**src/rtl/mdu_sequencer.sv**
```systemverilog
`default_nettype none
// ============================================================================
//  Module   : mdu_sequencer
//  Purpose  : Iterative multiply unit with HI/LO state for the EX stage.
//             Decodes mult/multu/mul/madd/msub and the HI/LO moves, runs a
//             shift-add multiply retiring STEPS multiplier bits per cycle,
//             and reports Busy/Done to the hazard unit.
//  Options  : define MDU_DIV_EN to add div/divu (restoring divider).
//  Revision : 1.0  initial release
// ============================================================================
module mdu_sequencer #(
    parameter int WIDTH = 32,
    parameter int STEPS = 1
) (
    input  logic             Clk,
    input  logic             Rst,
    input  logic             Start,
    input  logic             Flush,
    input  logic [3:0]       AluOp,
    input  logic [5:0]       Funct,
    input  logic [WIDTH-1:0] A,
    input  logic [WIDTH-1:0] B,
    output logic             Busy,
    output logic             Done,
    output logic [WIDTH-1:0] Hi,
    output logic [WIDTH-1:0] Lo,
    output logic [WIDTH-1:0] Result
);

    localparam int N  = WIDTH / STEPS;
    localparam int CW = (N > 1) ? $clog2(N) : 1;
    localparam int W2 = 2 * WIDTH;

    localparam logic [1:0] c_S_IDLE = 2'd0;
    localparam logic [1:0] c_S_RUN  = 2'd1;
    localparam logic [1:0] c_S_ACC  = 2'd2;
    localparam logic [1:0] c_S_DONE = 2'd3;

    localparam logic [3:0] c_OP_NONE  = 4'd0;
    localparam logic [3:0] c_OP_MULT  = 4'd1;
    localparam logic [3:0] c_OP_MULTU = 4'd2;
    localparam logic [3:0] c_OP_MUL   = 4'd3;
    localparam logic [3:0] c_OP_MADD  = 4'd4;
    localparam logic [3:0] c_OP_MSUB  = 4'd5;
    localparam logic [3:0] c_OP_MTHI  = 4'd6;
    localparam logic [3:0] c_OP_MTLO  = 4'd7;
    localparam logic [3:0] c_OP_MFHI  = 4'd8;
    localparam logic [3:0] c_OP_MFLO  = 4'd9;
    localparam logic [3:0] c_OP_DIV   = 4'd10;
    localparam logic [3:0] c_OP_DIVU  = 4'd11;

    logic [1:0]       r_state;
    logic [1:0]       w_state_nxt;
    logic [3:0]       r_op;
    logic [CW-1:0]    r_cnt;
    logic             r_neg;
    logic [W2-1:0]    r_mcand;
    logic [WIDTH-1:0] r_mplier;
    logic [W2-1:0]    r_prod;
    logic [WIDTH-1:0] r_hi;
    logic [WIDTH-1:0] r_lo;
    logic [WIDTH-1:0] r_res;

    logic [3:0]       w_dec_op;
    logic             w_dec_run;
    logic             w_dec_div;
    logic             w_dec_signed;
    logic             w_launch;
    logic             w_last;
    logic             w_a_neg;
    logic             w_b_neg;
    logic [WIDTH-1:0] w_a_mag;
    logic [WIDTH-1:0] w_b_mag;
    logic [W2-1:0]    w_prod_step;
    logic [W2-1:0]    w_prod_fin;
    logic             w_run_div;
    logic [W2-1:0]    w_mcand_nxt;
    logic [WIDTH-1:0] w_mplier_nxt;
    logic [WIDTH-1:0] w_div_hi;
    logic [WIDTH-1:0] w_div_lo;

    // Translate the controller's AluOp/Funct pair into an internal op code
    always_comb begin
        w_dec_op = c_OP_NONE;
        case (AluOp)
            4'b0000: begin
                case (Funct)
                    6'b011000: w_dec_op = c_OP_MULT;
                    6'b011001: w_dec_op = c_OP_MULTU;
                    6'b010001: w_dec_op = c_OP_MTHI;
                    6'b010011: w_dec_op = c_OP_MTLO;
                    6'b010000: w_dec_op = c_OP_MFHI;
                    6'b010010: w_dec_op = c_OP_MFLO;
`ifdef MDU_DIV_EN
                    6'b011010: w_dec_op = c_OP_DIV;
                    6'b011011: w_dec_op = c_OP_DIVU;
`endif
                    default:   w_dec_op = c_OP_NONE;
                endcase
            end
            4'b1100: begin
                case (Funct)
                    6'b000010: w_dec_op = c_OP_MUL;
                    6'b000000: w_dec_op = c_OP_MADD;
                    6'b000100: w_dec_op = c_OP_MSUB;
                    default:   w_dec_op = c_OP_NONE;
                endcase
            end
            4'b1001: w_dec_op = c_OP_MULTU;
            default: w_dec_op = c_OP_NONE;
        endcase
    end

    assign w_dec_div    = (w_dec_op == c_OP_DIV) || (w_dec_op == c_OP_DIVU);
    assign w_dec_run    = (w_dec_op == c_OP_MULT) || (w_dec_op == c_OP_MULTU) ||
                          (w_dec_op == c_OP_MUL)  || (w_dec_op == c_OP_MADD)  ||
                          (w_dec_op == c_OP_MSUB) || w_dec_div;
    assign w_dec_signed = (w_dec_op == c_OP_MULT) || (w_dec_op == c_OP_MUL)  ||
                          (w_dec_op == c_OP_MADD) || (w_dec_op == c_OP_MSUB) ||
                          (w_dec_op == c_OP_DIV);

    // Flush in IDLE suppresses a simultaneous Start
    assign w_launch = (r_state == c_S_IDLE) && Start && !Flush && (w_dec_op != c_OP_NONE);
    assign w_last   = (r_cnt == '0);

    // Work on magnitudes; the most-negative value maps to 2^(W-1), which fits unsigned
    assign w_a_neg = w_dec_signed && A[WIDTH-1];
    assign w_b_neg = w_dec_signed && B[WIDTH-1];
    assign w_a_mag = w_a_neg ? (-A) : A;
    assign w_b_mag = w_b_neg ? (-B) : B;

    // One shift-add step over STEPS multiplier bits, then sign correction
    always_comb begin
        w_prod_step = r_prod;
        for (int j = 0; j < STEPS; j++) begin
            if (r_mplier[j]) begin
                w_prod_step = w_prod_step + (r_mcand << j);
            end
        end
        w_prod_fin = r_neg ? (-w_prod_step) : w_prod_step;
    end

`ifdef MDU_DIV_EN
    logic [WIDTH:0]   r_rem;
    logic [WIDTH-1:0] r_a_raw;
    logic             r_divz;
    logic             r_rneg;
    logic [WIDTH:0]   w_rem;
    logic [WIDTH-1:0] w_quo;

    // Restoring division step: dividend bits shift out of r_mplier, quotient bits shift in
    always_comb begin
        w_rem = r_rem;
        w_quo = r_mplier;
        for (int j = 0; j < STEPS; j++) begin
            w_rem = {w_rem[WIDTH-1:0], w_quo[WIDTH-1]};
            w_quo = {w_quo[WIDTH-2:0], 1'b0};
            if (w_rem >= {1'b0, r_mcand[WIDTH-1:0]}) begin
                w_rem    = w_rem - {1'b0, r_mcand[WIDTH-1:0]};
                w_quo[0] = 1'b1;
            end
        end
    end

    // Divider-only state: remainder, raw dividend for the divide-by-zero case, signs
    always_ff @(posedge Clk or posedge Rst) begin
        if (Rst) begin
            r_rem   <= '0;
            r_a_raw <= '0;
            r_divz  <= 1'b0;
            r_rneg  <= 1'b0;
        end else if (w_launch) begin
            r_rem   <= '0;
            r_a_raw <= A;
            r_divz  <= (B == '0);
            r_rneg  <= w_a_neg;
        end else if ((r_state == c_S_RUN) && !Flush) begin
            r_rem   <= w_rem;
        end
    end

    assign w_run_div    = (r_op == c_OP_DIV) || (r_op == c_OP_DIVU);
    assign w_mcand_nxt  = w_run_div ? r_mcand : (r_mcand << STEPS);
    assign w_mplier_nxt = w_run_div ? w_quo : (r_mplier >> STEPS);
    // Quotient truncates toward zero; remainder follows the dividend's sign
    assign w_div_lo     = r_divz ? '1 : (r_neg ? (-w_quo) : w_quo);
    assign w_div_hi     = r_divz ? r_a_raw :
                          (r_rneg ? (-w_rem[WIDTH-1:0]) : w_rem[WIDTH-1:0]);
`else
    assign w_run_div    = 1'b0;
    assign w_mcand_nxt  = r_mcand << STEPS;
    assign w_mplier_nxt = r_mplier >> STEPS;
    assign w_div_lo     = '0;
    assign w_div_hi     = '0;
`endif

    // State register
    always_ff @(posedge Clk or posedge Rst) begin
        if (Rst) begin
            r_state <= c_S_IDLE;
        end else begin
            r_state <= w_state_nxt;
        end
    end

    // Next-state logic: moves finish in one cycle, multiplies run N cycles, madd/msub add ACC
    always_comb begin
        w_state_nxt = r_state;
        case (r_state)
            c_S_IDLE: begin
                if (w_launch) begin
                    w_state_nxt = w_dec_run ? c_S_RUN : c_S_DONE;
                end
            end
            c_S_RUN: begin
                if (Flush) begin
                    w_state_nxt = c_S_IDLE;
                end else if (w_last) begin
                    w_state_nxt = ((r_op == c_OP_MADD) || (r_op == c_OP_MSUB)) ? c_S_ACC : c_S_DONE;
                end
            end
            c_S_ACC:  w_state_nxt = Flush ? c_S_IDLE : c_S_DONE;
            c_S_DONE: w_state_nxt = c_S_IDLE;
            default:  w_state_nxt = c_S_IDLE;
        endcase
    end

    // Status outputs decoded from the current state
    always_comb begin
        Busy = (r_state != c_S_IDLE);
        Done = (r_state == c_S_DONE);
    end

    // Datapath: latch operands at launch, iterate in RUN, write back on entry to DONE
    always_ff @(posedge Clk or posedge Rst) begin
        if (Rst) begin
            r_op     <= c_OP_NONE;
            r_cnt    <= '0;
            r_neg    <= 1'b0;
            r_mcand  <= '0;
            r_mplier <= '0;
            r_prod   <= '0;
            r_hi     <= '0;
            r_lo     <= '0;
            r_res    <= '0;
        end else begin
            case (r_state)
                c_S_IDLE: begin
                    if (w_launch) begin
                        r_op     <= w_dec_op;
                        r_cnt    <= CW'(N - 1);
                        r_neg    <= w_a_neg ^ w_b_neg;
                        r_prod   <= '0;
                        r_mcand  <= {{WIDTH{1'b0}}, (w_dec_div ? w_b_mag : w_a_mag)};
                        r_mplier <= w_dec_div ? w_a_mag : w_b_mag;
                        case (w_dec_op)
                            c_OP_MTHI: r_hi  <= A;
                            c_OP_MTLO: r_lo  <= A;
                            c_OP_MFHI: r_res <= r_hi;
                            c_OP_MFLO: r_res <= r_lo;
                            default:   ;
                        endcase
                    end
                end
                c_S_RUN: begin
                    if (!Flush) begin
                        r_prod   <= w_prod_step;
                        r_mcand  <= w_mcand_nxt;
                        r_mplier <= w_mplier_nxt;
                        r_cnt    <= r_cnt - CW'(1);
                        if (w_last) begin
                            case (r_op)
                                c_OP_MULT, c_OP_MULTU: {r_hi, r_lo} <= w_prod_fin;
                                c_OP_MUL:              r_res <= w_prod_fin[WIDTH-1:0];
                                c_OP_MADD, c_OP_MSUB:  r_prod <= w_prod_fin;
                                c_OP_DIV, c_OP_DIVU: begin
                                    r_hi <= w_div_hi;
                                    r_lo <= w_div_lo;
                                end
                                default: ;
                            endcase
                        end
                    end
                end
                c_S_ACC: begin
                    if (!Flush) begin
                        {r_hi, r_lo} <= (r_op == c_OP_MADD) ? ({r_hi, r_lo} + r_prod)
                                                            : ({r_hi, r_lo} - r_prod);
                    end
                end
                default: ;
            endcase
        end
    end

    assign Hi     = r_hi;
    assign Lo     = r_lo;
    assign Result = r_res;

endmodule
`default_nettype wire

```
**config.mk**
```make
export PLATFORM = sky130hd
export DESIGN_NAME = mdu_sequencer
export DESIGN_NICKNAME = d
export VERILOG_FILES = /design/src/rtl/mdu_sequencer.sv
export SDC_FILE = /design/constraint.sdc
export NUM_CORES = 1
export LEC_CHECK = 0
export ABC_AREA = 1
export BUFFER_PORTS_ARGS = -buffer_cell sky130_fd_sc_hd__buf_4
export CAP_MARGIN = 0
export CELL_PAD_IN_SITES_DETAIL_PLACEMENT = 1
export CELL_PAD_IN_SITES_GLOBAL_PLACEMENT = 2
export CORE_AREA = 2 2 343 260
export CTS_BUF_LIST = sky130_fd_sc_hd__clkbuf_16
export DETAILED_ROUTE_END_ITERATION = 16
export DIE_AREA = 0 0 345 262
export GPL_ROUTABILITY_DRIVEN = 0
export PLACE_DENSITY_LB_ADDON = 0.1
export SETUP_SLACK_MARGIN = 0.2
export SYNTH_ARGS = -nofsm -noshare
export SYNTH_HDL_FRONTEND = slang
export SYNTH_SLANG_ARGS = --single-unit
export TNS_END_PERCENT = 5
```
**constraint.sdc**
```tcl
create_clock -name Clk -period 8.41 [get_ports Clk]
set_input_delay 0.4205 -clock Clk [delete_from_list [all_inputs] [get_ports Clk]]
set_output_delay 0.4205 -clock Clk [all_outputs]
set_load 0.05 [all_outputs]
```
==> results_dict.tcl, run 1 <==
set metrics [dict create \
    status "complete, no violations" \
    slowest_stage "nor4_1" \
    clock-skew-final_ns 0.0292 \
    reg2reg_to "Hi[28]" \
    yosysWarnings 0 \
    synthCells 4975 \
    tns_ns 0 \
    fmaxAchievable_ghz 0.159 \
    slew_headroom_pct 27.6 \
    start_util_pct 33.7 \
    seq_area_frac_synth_pct 22.9 \
    synthArstFlopShare_pct 100 \
    finalHoldViolations 0 \
    dpl_cell_area_um2 31800 \
    seqCellArea_um2 6710 \
    critPathKind "reg -> reg" \
    cts_tree "yes" \
    drt_iter0_markers 3018 \
    grt_pass1_wl_um 217000 \
    grt_max_degree 96 \
    drv_slew 0 \
    worst-path-max-fanout 5 \
    grt-ovfl-total 0 \
    ys_seq_elements 268 \
    place_ws_ns 2.43 \
    finalCritPeriodShare_pct 74.8 \
    cts-root-buf "clkbuf_16" \
    endpoint "Hi[28]" \
    drive_gt1_share_pct 7.89 \
    nNetsFinal 5290 \
    r2r-start "r_prod[1]" \
    die_h_um 262 \
    min_period_ns 6.29 \
    end_kind "flip-flop" \
    clk_latency_ns 0.61 \
    die_w_um 345 \
    wl_per_cell_um 23.5 \
    synth-edff-count 0 \
    start_kind "flip-flop" \
    yosys-top-cells-area "dfrtp_1, nand2_1, inv_1" \
    netlist.area_leader.share_pct 22.9 \
    vias 33700 \
    crit_required_ns 8.88 \
    hp-class "in -> reg" \
    synth_largest_area_cell "dfrtp_1" \
    firstDrtPassIters 5 \
    cts_buffer_depth 3 \
    syn_area_um2 29300 \
    r2r_slack_ns 2.12 \
    cts_buffers 36 \
    antenna_found_initial 6 \
    crit_arrival_ns 6.76 \
    syn_nets 5192 \
    place_hpwl_um 120000 \
    first_global_vias 33200 \
    rsz0062_at_grt "no" \
    cts_resized 0 \
    clk_pin_slew_worst_paths_ns 0.07 \
    dieArea_um2 90400 \
    cap_violations 0 \
    rows 94 \
    multiInputGateArea_um2 19100 \
    detail-route-antenna-nets 0 \
    port_buffers 175 \
    crit_top_cell "nand3_1" \
    synth_cell_types 60 \
    vias_per_cell 5.40 \
    area_delta_synth_final_pct 12.1 \
    core_area_um2 87000 \
    worst_slack_ns 2.12 \
    worst_slew_pin_slew_ns 1.09 \
    r2r_cells 28 \
    grtUsageTotal_pct 31.9 \
    syn_avg_cell_area_um2 5.90 \
    clock-sinks 268 \
    drc 0 \
    ys.flop_type "dfrtp_1" \
    fillers 11800 \
    crit_start "r_prod[1]" \
    htree_num_levels 2 \
    fin_area_um2 32900 \
    wl_um 147000 \
    setup_viol 0 \
    pin_count 176 \
    max_stage_delay_ns 0.74 \
]
final cells by class:
cell class / count / area share, %
inverter: 792 / 9.07
tap: 1152 / 4.38
clock inverter: 27 / 0.707
antenna: 1 / 0.00761
sequential: 268 / 20.4
multi-input combinational: 3772 / 58.1
clock buffer: 36 / 2.74
timing repair buffer: 203 / 4.64
Yosys cell counts (all sizes together) (4+ instances only):
cell / count
nand3b: 8
xnor2: 14
o21a: 5
nand2: 1568
o221ai: 32
nand3: 298
ha: 137
or2: 34
and3: 4
a21o: 8
a31oi: 56
clkbuf: 85
o31ai: 6
o22ai: 101
dfrtp: 268
o2111ai: 7
and2: 11
inv: 790
nor4: 17
nor3: 46
nor2: 548
a211oi: 7
xor2: 152
nand4: 41
a22oi: 6
o211ai: 43
a21boi: 4
a21oi: 301
buf: 58
o21bai: 6
o21ai: 297
state kept, by name (all words and copies together) (netlist names):
signal,count
r_mcand,64
r_prod,64
Hi,32
Lo,32
Result,32
r_mplier,32
r_cnt,5
r_op,4
r_state,2
r_neg,1
how the worst min path moves through the flow:
stage                       from  slack (ns)           end  cells past startpoint
detailed placement  r_mplier[12]        0.47  r_mplier[12]                      2
CTS                         B[5]        0.10   r_mplier[5]                      4
global route                B[9]        0.14   r_mplier[9]                      4
floorplan           r_mplier[10]        0.45  r_mplier[10]                      2
global placement    r_mplier[12]        0.46  r_mplier[12]                      2
finish                      B[5]        0.12   r_mplier[5]                      4
critical path: cells and delay by family (launching register included):
family                     cells  cell delay, ns
and+or+nand+nor               15            3.53
AOI/OAI and AO/OA              6            0.92
buffers and inverters          4            0.60
adders and majority gates      2            0.57
DFF                            1            0.39
xor gates and xnor gates       1            0.13
per-layer routing:
metal / share of wire [%] / vias up / track usage (%)
met4: 3.2 / 4 / 9.69
li1: - / 16200 / -
met5: 0.020 / - / 0
met2: 43 / 1032 / 50.4
met3: 7.2 / 193 / 5.39
met1: 46 / 16300 / 44.4
kinds of logic (layout without fill, tap and decap cells):
| family | after synthesis | in the layout | share of synthesized area [%] |
|---|---|---|---|
| and+or+nand+nor | 2576 | 2576 | 36.6 |
| muxes | 3 | 3 | 0.102 |
| DFF | 268 | 268 | 22.9 |
| xor gates and xnor gates | 166 | 166 | 4.96 |
| adders and majority gates | 139 | 139 | 5.98 |
| other | 0 | 1 | 0 |
| buffers and inverters | 935 | 1058 | 12.2 |
| AOI/OAI and AO/OA | 888 | 888 | 17.3 |
timing repair:
| action | CTS | global route |
|---|---|---|
| buffers inserted | 0 | 0 |
| endpoints found under the hold margin | 24 | 0 |
| hold buffers | 1 | 0 |
per-stage QoR:
stage	std cells	utilization, %	hold WS, ns
floorplan	4975	-	0.452
global placement	6186	36.5	0.464
detailed placement	6186	36.5	0.469
CTS	6250	37.8	0.103
global route	6250	37.8	0.136
finish	6251	37.8	0.124
layout by cell type, fill, tap and decap left out, types with 10 or more instances in the layout:
cell type,n
a21oi_1,294
nand2_1,1541
nor2_2,27
a31oi_1,56
nand2_2,25
nor4_1,16
inv_1,778
nand3_1,286
dfrtp_1,266
o211ai_1,43
or2_2,32
o21ai_0,282
and2_1,10
ha_1,136
buf_4,202
o22ai_1,101
xnor2_1,14
o221ai_1,32
nor3_1,40
nor2_4,10
nor2_1,511
xor2_1,152
nand4_1,39
inv_2,13
o21ai_1,11
clkbuf_16,36
Power of run 1 is not shown: default switching activity piles up to over one toggle a cycle in this logic, so the estimate is an artifact.
==> inputs of run 2 (changes only) <==
Settings changed: ABC_AREA 1 to 0, CORE_AREA 2 2 343 260 to 2 2 314 239, DIE_AREA 0 0 345 262 to 0 0 316 241.
Clock period 8.41 ns to 5.8 ns, I/O delays scaled along.
==> run 2 against run 1 <==
Against the previous run:
- the run now ends with hold timing left
- synthesized cell count shrank 28%
- cell count shrank 24%
- via count shrank 11%
==> results_dict.tcl, run 2 <==
set metrics [dict create \
    setup_viol 0 \
    port_buffers 175 \
    netlist.area_leader.share_pct 25.0 \
    max_stage_delay_ns 0.56 \
    ys.flop_type "dfrtp_1" \
    drive_gt1_share_pct 14.9 \
    dieArea_um2 76200 \
    yosys-top-cells-area "dfrtp_1, ha_1, nand2_1" \
    crit_top_cell "a21oi_1" \
    path_cells "or4_4, or3_4, nor3_2, buf_4, nand4_1, or4_4, nor3b_4, a21oi_1, xnor2_1, ha_1, a21o_1, a21o_1, a21oi_1, o21ai_0, a21oi_1, o21ai_0, a21oi_2, o21ai_4, buf_4, a31oi_1, xnor2_1, a221oi_1, a211oi_1" \
    slowest_stage "or4_4" \
    die_h_um 241 \
    final_cell_mix "nand2_1, buf_4, nor2_1, o21ai_0, a21oi_1" \
    cts-root-buf "clkbuf_16" \
    clk_latency_ns 0.58 \
    detail-route-antenna-nets 0 \
    finalHoldViolations 4 \
    layout_commonest_cell "nand2_1" \
    grtUsageTotal_pct 33.0 \
    fin_util_pct 43.3 \
    tns_ns 0 \
    rows 86 \
    cap_violations 0 \
    cp_num_cells 23 \
    nNetsFinal 3964 \
    holdWs_ns -0.0208 \
    place_hpwl_um 102000 \
    grt_max_degree 84 \
    drv_slew 0 \
    rsz0062_at_grt "yes" \
    first_global_vias 29800 \
    leakagePower_uw 0.0131 \
    worst_slew_pin_slew_ns 1.07 \
    synth_common_cells "nand2_1, nor2_1, o21ai_0, a21oi_1, dfrtp_1" \
    cts_buffer_depth 3 \
    top_regs "r_mcand x64, r_prod x64" \
    violations "hold timing" \
    core_area_um2 72800 \
    clock-sinks 268 \
    antenna_found_initial 0 \
    syn_avg_cell_area_um2 7.52 \
    start_util_pct 36.8 \
    yosysMostFrequentCell "nand2_1" \
    start_kind "flip-flop" \
    die_w_um 316 \
    pin_count 176 \
    critPathTopFamily "compound AO/OA/AOI/OAI gates" \
    dpl_cell_area_um2 29900 \
    worst-path-max-fanout 5 \
    area_delta_synth_final_pct 17.7 \
    wl_um 129000 \
    syn_area_um2 26800 \
    hp-class "in -> async" \
    worst-path-buf-inv 2 \
    power_density_nw_per_um2 705 \
    slew_headroom_pct 28.5 \
    cts_tree "yes" \
    synth_cell_types 101 \
    yosysWarnings 0 \
    clock-skew-final_ns 0.0146 \
    synth-edff-count 0 \
    grt_pass1_wl_um 191000 \
    synth_largest_area_cell "dfrtp_1" \
    fillers 8852 \
    htree_num_levels 2 \
    wl_per_cell_um 27.2 \
    grt-ovfl-total 0 \
    min_period_ns 5.49 \
    finalCritPeriodShare_pct 94.6 \
    vias_per_cell 6.30 \
    crit_required_ns 6.23 \
    synthCells 3564 \
    ys_seq_elements 268 \
    vias 29900 \
    power_uw 22200 \
    ir_worst_vdd_mv 0.550 \
    diodes 0 \
    worst_slack_ns 0.311 \
    end_kind "flip-flop" \
    fmaxAchievable_ghz 0.182 \
    fin_area_um2 31500 \
    crit_arrival_ns 5.92 \
    r2r_slack_ns 0.31 \
    firstDrtPassIters 5 \
    place_ws_ns -0.104 \
    drc 0 \
    seq_area_frac_synth_pct 25.0 \
    cts_buffers 36 \
    critPathKind "reg -> reg" \
    syn_nets 3781 \
    synthArstFlopShare_pct 100 \
    r2r_cells 23 \
    status "complete, but fails checks" \
    clk_pin_slew_worst_paths_ns 0.07 \
    drt_iter0_markers 2554 \
]
-- run 2: changes by cell type in the layout (fill, tap and decap cells not counted), moves of 30 or more --
cell and delta:
nand2_1 -1125, o22ai_1 -46, xnor2_1 +142, or3_1 +30, a211oi_1 +36, nor2_1 -175, buf_4 +177, nand2b_1 +35
a21o_1 +57, mux2i_1 +51, inv_1 -713, nand3_1 -180, a221oi_1 +53, o31ai_1 +79
-- run 2: timing repair --
action | in CTS | in global routing
resized for setup | 9 | 68
cloned | 0 | 0
hold buffers | 2 | 0
endpoints found under the setup margin | 18 | 49
setup buffers | 0 | 17
hold endpoints to repair | 2 | 0
pin swaps | 0 | 26
-- run 2: metal layers --
layer / vias up / global-route usage (%) / wire length (um)
li1: 13500 / - / -
met1: 15000 / 43.7 / 55600
met2: 1073 / 53.4 / 58800
met4: 0 / 14.3 / 6140
met3: 249 / 4.96 / 8160
met5: - / 0 / 0
-- run 2: per-stage QoR --
step | hold WS [ns] | std cells
2_1_floorplan | 0.446 | 3564
3_3_place_gp | 0.464 | 4658
3_5_place_dp | 0.473 | 4658
4_1_cts | 0.0108 | 4723
5_1_grt | 0.0515 | 4740
6_report | -0.0208 | 4740
-- run 2: report_power, final --
part	leakage (uW)	switching, uW	internal, uW
clock	0.000600	990	1330
sequential	0.00340	1010	2570
combinational	0.00910	10600	5760
total	0.0131	12600	9660
-- run 2: cell families (layout without fill, tap and decap cells) --
family                     after synthesis  in the layout  synth area share, %
adders and majority gates              139            139                 6.54
buffers and inverters                  300            508                 4.40
muxes                                   59             59                 2.23
DFF                                    268            268                 25.0
xor gates and xnor gates               311            311                 10.2
and+or+nand+nor                       1271           1271                 22.7
AOI/OAI and AO/OA                     1216           1216                 28.9
-- run 2: worst min-delay path: cells and delay by family --
kind     cells  cell delay, ns
buf+inv      3            0.76
-- run 2: final cells by class --
cell class | instances | area (um2) | area share [%]
sequential | 268 | 6710 | 21.3
inverter | 62 | 236 | 0.750
multi-input combinational | 2996 | 19300 | 61.3
clock buffer | 37 | 926 | 2.94
timing repair buffer | 383 | 2910 | 9.21
tap | 968 | 1210 | 3.84
clock inverter | 26 | 229 | 0.726
-- run 2: path summary, 6_finish.rpt --
| path | endpoint | from |
|---|---|---|
| worst min-delay path | r_mcand[36] | Rst |
| worst min register to register | Result[11] | Result[11] |
| max in group asynchronous | Result[31] | Rst |
| worst max register to register | Hi[22] | r_prod[16] |
| worst max-delay path | Hi[22] | r_prod[16] |
| min in group Clk | r_mplier[31] | B[31] |
Note: power is estimated with default switching activity, not from simulation.
